===== src/rtl/seg7_decoder.sv =====
// Receive-side decoder for a multiplexed 7-segment display: recovers four BCD digits with
// settle filtering and per-position refresh timeout. Define SEG7_DEC_HEX_EN to also decode A..F.
module seg7_decoder #(
  parameter int SETTLE_CYCLES  = 16,
  parameter int TIMEOUT_CYCLES = 800_000,
  parameter int TO_W           = 20
) (
  input  logic       clk_100MHz,
  input  logic       reset_n,
  input  logic [0:6] seg,
  input  logic [3:0] digit,
  output logic [3:0] ones,
  output logic [3:0] tens,
  output logic [3:0] hundreds,
  output logic [3:0] thousands,
  output logic [3:0] digit_valid,
  output logic       frame_done,
  output logic       pattern_err
);

  localparam int ST_W = (SETTLE_CYCLES > 2) ? $clog2(SETTLE_CYCLES) : 1;
  localparam logic [ST_W-1:0] ST_LAST = ST_W'(SETTLE_CYCLES - 2);
  localparam logic [TO_W-1:0] TO_LAST = TO_W'(TIMEOUT_CYCLES - 1);

  typedef enum logic [1:0] {ST_WAIT, ST_SETTLE, ST_HOLD} state_t;

  // Returns {decodable, value}; bit 6 of the pattern is segment a.
  function automatic logic [4:0] decode(input logic [6:0] p);
    logic [4:0] r;
    r = 5'b0_0000;
    case (p)
      7'b0000001: r = 5'h10;
      7'b1001111: r = 5'h11;
      7'b0010010: r = 5'h12;
      7'b0000110: r = 5'h13;
      7'b1001100: r = 5'h14;
      7'b0100100: r = 5'h15;
      7'b0100000: r = 5'h16;
      7'b0001111: r = 5'h17;
      7'b0000000: r = 5'h18;
      7'b0000100: r = 5'h19;
`ifdef SEG7_DEC_HEX_EN
      7'b0001000: r = 5'h1A;
      7'b1100000: r = 5'h1B;
      7'b0110001: r = 5'h1C;
      7'b1000010: r = 5'h1D;
      7'b0110000: r = 5'h1E;
      7'b0111000: r = 5'h1F;
`endif
      default:    r = 5'h00;
    endcase
    return r;
  endfunction

  logic [6:0]           seg_s1_q, seg_s_q;
  logic [3:0]           dig_s1_q, dig_s_q;
  logic [10:0]          prev_q, cur;
  state_t               state_q, state_d;
  logic [ST_W-1:0]      stable_q, stable_d;
  logic [3:0][3:0]      val_q, val_d;
  logic [3:0]           valid_q, valid_d;
  logic [3:0]           mask_q, mask_d;
  logic [3:0][TO_W-1:0] to_cnt_q, to_cnt_d;
  logic                 frame_done_q, frame_done_d;
  logic                 pattern_err_q, pattern_err_d;
  logic                 legal, same, capture;
  logic [1:0]           sel;
  logic [4:0]           dec;

  assign cur  = {seg_s_q, dig_s_q};
  assign same = (cur == prev_q);
  assign dec  = decode(seg_s_q);

  always_comb begin
    legal = 1'b1;
    sel   = 2'd0;
    case (dig_s_q)
      4'b1110: sel = 2'd0;
      4'b1101: sel = 2'd1;
      4'b1011: sel = 2'd2;
      4'b0111: sel = 2'd3;
      default: legal = 1'b0;
    endcase
  end

  // Settle FSM: capture fires on the cycle the stable count would reach SETTLE_CYCLES-1.
  always_comb begin
    state_d  = state_q;
    stable_d = stable_q;
    capture  = 1'b0;
    case (state_q)
      ST_WAIT: begin
        if (legal) begin
          state_d  = ST_SETTLE;
          stable_d = '0;
        end
      end
      ST_SETTLE: begin
        if (!legal) begin
          state_d  = ST_WAIT;
          stable_d = '0;
        end else if (!same) begin
          stable_d = '0;
        end else if (stable_q == ST_LAST) begin
          capture  = 1'b1;
          state_d  = ST_HOLD;
          stable_d = '0;
        end else begin
          stable_d = stable_q + ST_W'(1);
        end
      end
      ST_HOLD: begin
        if (!same) begin
          state_d  = legal ? ST_SETTLE : ST_WAIT;
          stable_d = '0;
        end
      end
      default: begin
        state_d  = ST_WAIT;
        stable_d = '0;
      end
    endcase
  end

  // Capture, timeout and frame bookkeeping; capture is applied last so it wins over timeout.
  always_comb begin
    val_d         = val_q;
    valid_d       = valid_q;
    to_cnt_d      = to_cnt_q;
    pattern_err_d = 1'b0;
    frame_done_d  = (mask_q == 4'hF);
    mask_d        = (mask_q == 4'hF) ? 4'h0 : mask_q;
    for (int i = 0; i < 4; i++) begin
      if (valid_q[i]) begin
        if (to_cnt_q[i] == TO_LAST) begin
          valid_d[i]  = 1'b0;
          mask_d[i]   = 1'b0;
          to_cnt_d[i] = '0;
        end else begin
          to_cnt_d[i] = to_cnt_q[i] + TO_W'(1);
        end
      end
    end
    if (capture) begin
      to_cnt_d[sel] = '0;
      if (dec[4]) begin
        val_d[sel]   = dec[3:0];
        valid_d[sel] = 1'b1;
        mask_d[sel]  = 1'b1;
      end else begin
        pattern_err_d = 1'b1;
        valid_d[sel]  = 1'b0;
        mask_d[sel]   = 1'b0;
      end
    end
  end

  always_ff @(posedge clk_100MHz or negedge reset_n) begin
    if (!reset_n) begin
      seg_s1_q      <= '1;
      seg_s_q       <= '1;
      dig_s1_q      <= '1;
      dig_s_q       <= '1;
      prev_q        <= '1;
      state_q       <= ST_WAIT;
      stable_q      <= '0;
      val_q         <= '0;
      valid_q       <= '0;
      mask_q        <= '0;
      to_cnt_q      <= '0;
      frame_done_q  <= 1'b0;
      pattern_err_q <= 1'b0;
    end else begin
      seg_s1_q      <= seg;
      seg_s_q       <= seg_s1_q;
      dig_s1_q      <= digit;
      dig_s_q       <= dig_s1_q;
      prev_q        <= cur;
      state_q       <= state_d;
      stable_q      <= stable_d;
      val_q         <= val_d;
      valid_q       <= valid_d;
      mask_q        <= mask_d;
      to_cnt_q      <= to_cnt_d;
      frame_done_q  <= frame_done_d;
      pattern_err_q <= pattern_err_d;
    end
  end

  assign ones        = val_q[0];
  assign tens        = val_q[1];
  assign hundreds    = val_q[2];
  assign thousands   = val_q[3];
  assign digit_valid = valid_q;
  assign frame_done  = frame_done_q;
  assign pattern_err = pattern_err_q;

endmodule


===== config.mk =====
export PLATFORM = sky130hd
export DESIGN_NAME = seg7_decoder
export DESIGN_NICKNAME = d
export VERILOG_FILES = /design/src/rtl/seg7_decoder.sv
export SDC_FILE = /design/constraint.sdc
export NUM_CORES = 1
export LEC_CHECK = 0
export ABC_AREA = 1
export CAP_MARGIN = 30
export CORE_ASPECT_RATIO = 0.6
export CORE_MARGIN = 2
export CORE_UTILIZATION = 60
export CTS_CLUSTER_SIZE = 14
export DETAILED_ROUTE_END_ITERATION = 7
export GPL_ROUTABILITY_DRIVEN = 0
export MAX_ROUTING_LAYER = met4
export PLACE_DENSITY = 0.87
export SLEW_MARGIN = 40
export SYNTH_ARGS = -nofsm -noshare
export SYNTH_HDL_FRONTEND = slang
export SYNTH_SLANG_ARGS = --single-unit

===== constraint.sdc =====
create_clock -name clk_100MHz -period 2 [get_ports clk_100MHz]
set_input_delay 0.3 -clock clk_100MHz [delete_from_list [all_inputs] [get_ports clk_100MHz]]
set_output_delay 0.3 -clock clk_100MHz [all_outputs]
set_load 0.02 [all_outputs]

* After elaboration in Yosys (flattened, before gate mapping) *
Cells that the tools add are included.

word-level totals
  flip-flop bits (word level) = 145
  input port bits = 13
  output and inout port bits = 22
  word-level logic and storage cells = 125

operators by class
  $add $sub $neg = 5
  $lt $le $gt $ge = 2
  equality and inequality tests = 26
  multiplexer cells = 59
  bitwise operators = 7
  reductions and logical operators = 7

operator list
  operator                                                               number
  20-bit 2-to-1 mux                                                      9
  20-bit by 1-bit adder with 20-bit output, second input constant        4
  80-bit bitwise AND                                                     1
  20-bit equality test, second input constant                            4
  80-bit 2-to-1 mux                                                      1
  80-bit NOT                                                             1
  5-bit case mux with 10 select lines                                    1
  4-bit 2-to-1 mux                                                       11
  20-bit demux with 2-bit select                                         1
  1-bit 2-to-1 mux                                                       25
  4-bit equality test, second input constant                             5
  16-bit bitwise mux                                                     1
  7-bit by 3-bit equality test with 1-bit output, second input constant  2
  7-bit by 6-bit equality test with 1-bit output, second input constant  2
  7-bit equality test, second input constant                             2
  2-bit case mux with 3 select lines                                     2
  4-bit case mux with 3 select lines                                     1
  11-bit equality test                                                   1
  2-bit 2-to-1 mux                                                       5
  4-bit bitwise AND                                                      2
  4-bit demux with 2-bit select                                          1
  4-bit OR                                                               2
  7-bit by 1-bit equality test with 1-bit output, second input constant  1
  7-bit by 4-bit equality test with 1-bit output, second input constant  1
  other kinds (17)                                                       20

* Depth between registers and ports, before layout *
  depth after elaboration = 10
  mapped depth = 12
  depth with buffers taken out = 12

* Least setup slack after synthesis *
No wires, ideal clock.

  path kind = register to register
  start = register to_cnt_q[40] (netlist name)
  end = register to_cnt_q[52] (netlist name)
  library setup time = 127 ps
  arrival = 1612 ps
  data required time = 1873 ps
  path slack = 261 ps
  cell stages (with the launch flop) = 10
  buffers on the path = 0
  period minus slack after synthesis = 1739 ps
  cell sequence = dfrtp_1 > ha_1 > nand2_1 > nor2_1 > nand3_1 > nor2_1 > nand3_1 > or2_2 > o21ai_0 > nor2_1

RTL lines
  element                 line  text
  start, declared         63    logic [3:0][TO_W-1:0] to_cnt_q, to_cnt_d;
  start signal, assigned  184   to_cnt_q <= to_cnt_d;

* Worst setup path in the final report *
  start = register seg_s_q[3]
  end = register valid_q[3], in the netlist digit_valid[3]

on the way
  cells in the longest elaborated chain, start to end = 5
  elaborated cells between the ends (all ways) = 17
  those cells by class = eq/ne: 10; mux: 6; reduce/logical: 1

RTL lines
  element                 line  text
  start, declared         55    logic [6:0] seg_s1_q, seg_s_q;
  start signal, assigned  175   seg_s_q <= seg_s1_q;
  11-bit equality test    71    assign same = (cur == prev_q);
  1-bit 2-to-1 mux        102   end else if (!same) begin
  1-bit 2-to-1 mux        99    if (!legal) begin
  1-bit 2-to-1 mux        91    case (state_q)
  4-bit 2-to-1 mux (*)    144   if (capture) begin
  net valid_d[3]          61    logic [3:0] valid_q, valid_d;
  end signal, assigned    182   valid_q <= valid_d;
  end, declared           61

The timed path passes the listed nets; every way through them passes the cells marked *.
A chain may end at the register's enable or synchronous reset.

==> reports/results.txt <==
The run gives 40.1% as the met2 track utilization from global routing. In the routed layout, each cell is associated on average with a via count of 5.11. The type of the worst setup path is reg2reg.

For the worst-skew pair, the clock arrives at the later sink with an insertion delay of 420 ps. In this run the deepest clock path goes through 2 buffers. Summing all multi-input logic gate instances after layout gives 0.00311 mm^2.

The row count came out at 31. For the worst setup path, the data required time is 2310 ps. The number of endpoints with negative hold slack in the final report was 0; the TritonCTS sink count was 145. The commonest register cell after synthesis is sky130_fd_sc_hd__dfrtp_1.

From synthesis to final layout, the design area changed by 19.5%. Clock-pin slew was measured on the worst setup and hold paths at 60 ps. For the post-layout utilization of the core, the log shows 72.7%.

For the final routed database, the setup TNS stands at 0 ps. The final critical path takes up 96.0% of the cycle. For the remaining number of nets flagged by the antenna check after routing, the log shows 0. In the global route stage, met1 resource usage came out at 35.6%. The total power was 6360 uW; the final wirelength was 15,800 um. The run gives 35 as the post-synthesis cell type count. The mean instance size in the synthesized netlist works out to 7.78 um^2. The endpoint class of the critical path is a flop. The tools report the worst slack on hold paths as 281 ps. Counting tap cells, the placed design contains a total of 1,147 instances. The setup-violating endpoint count in the final report is 0. The flow ran to the end, and the final reports show no timing, DRC or antenna violations. The level count of the clock H-tree was 4.

The peak fanout along the critical path works out to 9. Gate count of the mapped netlist: 935. By area the synthesized netlist is led by sky130_fd_sc_hd__dfrtp_1 (39%), sky130_fd_sc_hd__nand2_1 (13%), sky130_fd_sc_hd__dfstp_2 (12%), sky130_fd_sc_hd__nor2_1 (7.7%), sky130_fd_sc_hd__inv_1 (6.8%). After synthesis the netlist holds a flip-flop and latch count of 145. The first global-routing pass estimated 26,500 um of wire. The floorplan step set the die height to 89.3 um. During placement, the flow inserted port buffers numbering 34. The slowest stage of the critical path is the sky130_fd_sc_hd__dfstp_2 cell.

For the finished layout, the period the worst path requires is 1920 ps. The stage delay of the slowest cell on the critical path is 570 ps. In this run the biggest area consumer among cell types represents 38.5% of the synthesized area.

Global routing used 26.4% of the available tracks. Number of enable flip-flop cells after synthesis: 0. Of the cells placed in the final design, the portion with a size suffix greater than 1 is 12.5%. Measured along the x axis, the die boundary spans 146 um. Sequential-to-total area share from yosys stat: 50.5%. The critical hold path startpoint was seg[1]. The synthesized design spends more area on one cell type than any other, namely sky130_fd_sc_hd__dfrtp_1. For the initial antenna violation count, the log shows 0. For the pin with the worst max-slew slack, the measured transition is 577 ps. The detailed router placed 6,057 vias in this run.

Worst min-delay path category: in2reg. Max-cap violations in this run came to 0. The worst slew slack as a fraction of its limit is 61.2%.

After detailed routing, the number of remaining DRC violations is 0. The tools report the beginning of the worst register-to-register path as seg_s_q[3]. The tools report the startpoint type of the worst setup path as a flop. The tools report the number of slew-limit violations in the final report as 0.

The filler cells instantiated in the layout total 890. The tools report the netlist area before placement as 0.00727 mm^2. VDD sags by at most 585 uV. Setup slack on the worst reg-to-reg path comes out at 80 ps. For this run the aggregate overflow at the end of global routing stands at 0. The net count after synthesis is 954, and the maximum clock frequency is 521 MHz. The tools report the number of global-route vias before repair as 5,791. Setup repair after global routing could not meet its margin everywhere. The floorplan step defined a core boundary enclosing 0.0119 mm^2.

Cell at the root of the clock tree: sky130_fd_sc_hd__clkbuf_16. Final worst clock skew: 7.59 ps. The tools report the start point of the critical path as seg_s_q[3].

The tools report the number of search-and-repair iterations in the first detailed-routing pass as 5. The top-level port count is 35, and the total power density per cell area is 732 mW/mm^2. TritonCTS built the clock tree. Global routing consumed, on the met3 layer, 6.79% of the routing resources. The final layout contains 1,026 nets.

The count of non-filler cells in the finished layout was 1,185. During synthesis, Yosys emitted a total of 0 warnings. The die covers 0.0130 mm^2.

STA puts the critical path data arrival time at 2230 ps. In this design, the critical path's most frequently occurring cell is sky130_fd_sc_hd__nand2_1. The initial cell density of the core is 60.9%, and the largest net degree at the start of global routing is 51. The logs give 419 for the number of violations reported at the end of detailed-routing iteration 0 and 0 for the number of inserted diodes.

Traced cell by cell, the critical path runs through nand2_1 -> nand2_1 -> nand2_1 -> nor2_2 -> nand3_2 -> nor2_4 -> buf_4 -> nand2_2 -> buf_4 -> nand2_1 -> nand2_1. In this run, CTS created clock tree buffers numbering 17. By count the netlist is led by sky130_fd_sc_hd__nand2_1 (258), sky130_fd_sc_hd__nor2_1 (150), sky130_fd_sc_hd__inv_1 (131).

The layer flagged by global routing as most heavily used is met2. Dividing the detail-routed wire length by the instance count gives 13.3 um. Once detailed placement completed, the half-perimeter wirelength came to 10,700 um. The logs give 0.00367 mm^2 for the total area of sequential cells and 0.00434 uW for the leakage power.

By instance count, the leading cell after synthesis is sky130_fd_sc_hd__nand2_1. The async set or reset register ratio after synthesis came out at 100%.
per-stage QoR:
step / cell area (um^2) / worst slack, ps
CTS: 8560 / 12.8
detailed placement: 7960 / 26.1
global placement: 7960 / 102
floorplan: 7270 / 261
finish: 8690 / 80.2
global route: 8690 / -91.0
logic make-up after synthesis:
logic type,count (synthesis),synth area share (%)
xor+xnor,39,4.70
flops,145,50.5
compound gates,36,2.67
buf+inv,145,7.83
fa+ha+maj,6,1.03
simple gates,564,33.3
cell usage in the layout (no fill, tap or decap), types with 3 or more instances in the layout:
cell,count
sky130_fd_sc_hd__buf_4,24
sky130_fd_sc_hd__xor2_1,29
sky130_fd_sc_hd__nand3_1,69
sky130_fd_sc_hd__a21oi_1,8
sky130_fd_sc_hd__inv_4,3
sky130_fd_sc_hd__dfrtp_1,112
sky130_fd_sc_hd__nor2_1,141
sky130_fd_sc_hd__or2_2,5
sky130_fd_sc_hd__o22ai_1,3
sky130_fd_sc_hd__buf_12,3
sky130_fd_sc_hd__nand4_1,26
sky130_fd_sc_hd__inv_1,131
sky130_fd_sc_hd__nor4_1,3
sky130_fd_sc_hd__nand3b_1,8
sky130_fd_sc_hd__xnor2_1,10
sky130_fd_sc_hd__nor3_2,3
sky130_fd_sc_hd__nor2_4,3
sky130_fd_sc_hd__clkbuf_16,19
sky130_fd_sc_hd__clkdlybuf4s50_1,33
sky130_fd_sc_hd__nand3_2,6
sky130_fd_sc_hd__nor3_1,27
sky130_fd_sc_hd__o21ai_0,20
sky130_fd_sc_hd__nand2_1,256
sky130_fd_sc_hd__dfstp_2,33
sky130_fd_sc_hd__nor2_2,9
sky130_fd_sc_hd__inv_6,4
sky130_fd_sc_hd__ha_1,6
sky130_fd_sc_hd__buf_6,3
metal layers:
metal / vias to the layer above / wire length [um] / share of wire (%)
li1: 3055 / - / -
met1: 2790 / 7580 / 48
met2: 179 / 6910 / 44
met3: 33 / 932 / 5.9
met4: 0 / 337 / 2.1
met5: - / 0 / 0
state kept, by name, summed over array words and instances (netlist names), 7 cells and up:
register	flops
seg_s1_q	7
to_cnt_q	80
seg_s_q	7
prev_q	11
what timing repair did:
action / CTS / global route
hold buffers: 1 / 0
pin swaps: 0 / 1
hold endpoints to repair: 15 / 0
buffers inserted: 0 / 5
endpoints found under the setup margin: 14 / 82
gates resized for setup: 1 / 23
layout make-up:
cell class	instances	share of cell area [%]
sequential	145	42.2
multi-input combinational	645	35.7
timing repair buffer	64	7.07
clock buffer	21	5.79
inverter	134	5.79
tap	165	2.38
clock inverter	11	1.01
critical path, delay by kind of cell, from the launching register on:
| kind | cells | cell delay [ps] |
|---|---|---|
| flops | 1 | 570 |
| simple gates | 9 | 890 |
| buf+inv | 2 | 360 |
worst paths after layout:
path,to,depth (start not counted)
max reg2reg,digit_valid[3],11
min reg2reg,seg_s_q[4],0
min,seg_s1_q[5],1
max,digit_valid[3],11
max in group asynchronous,to_cnt_q[62],3
min in group asynchronous,to_cnt_q[51],2
report_power, final:
| group | leakage [uW] | internal (uW) | switching [uW] |
|---|---|---|---|
| registers | 0.00191 | 3000 | 26.2 |
| logic | 0.00213 | 71.0 | 134 |
| clock network | 0.000298 | 1830 | 1300 |
Power figures use the tool's default switching activity.
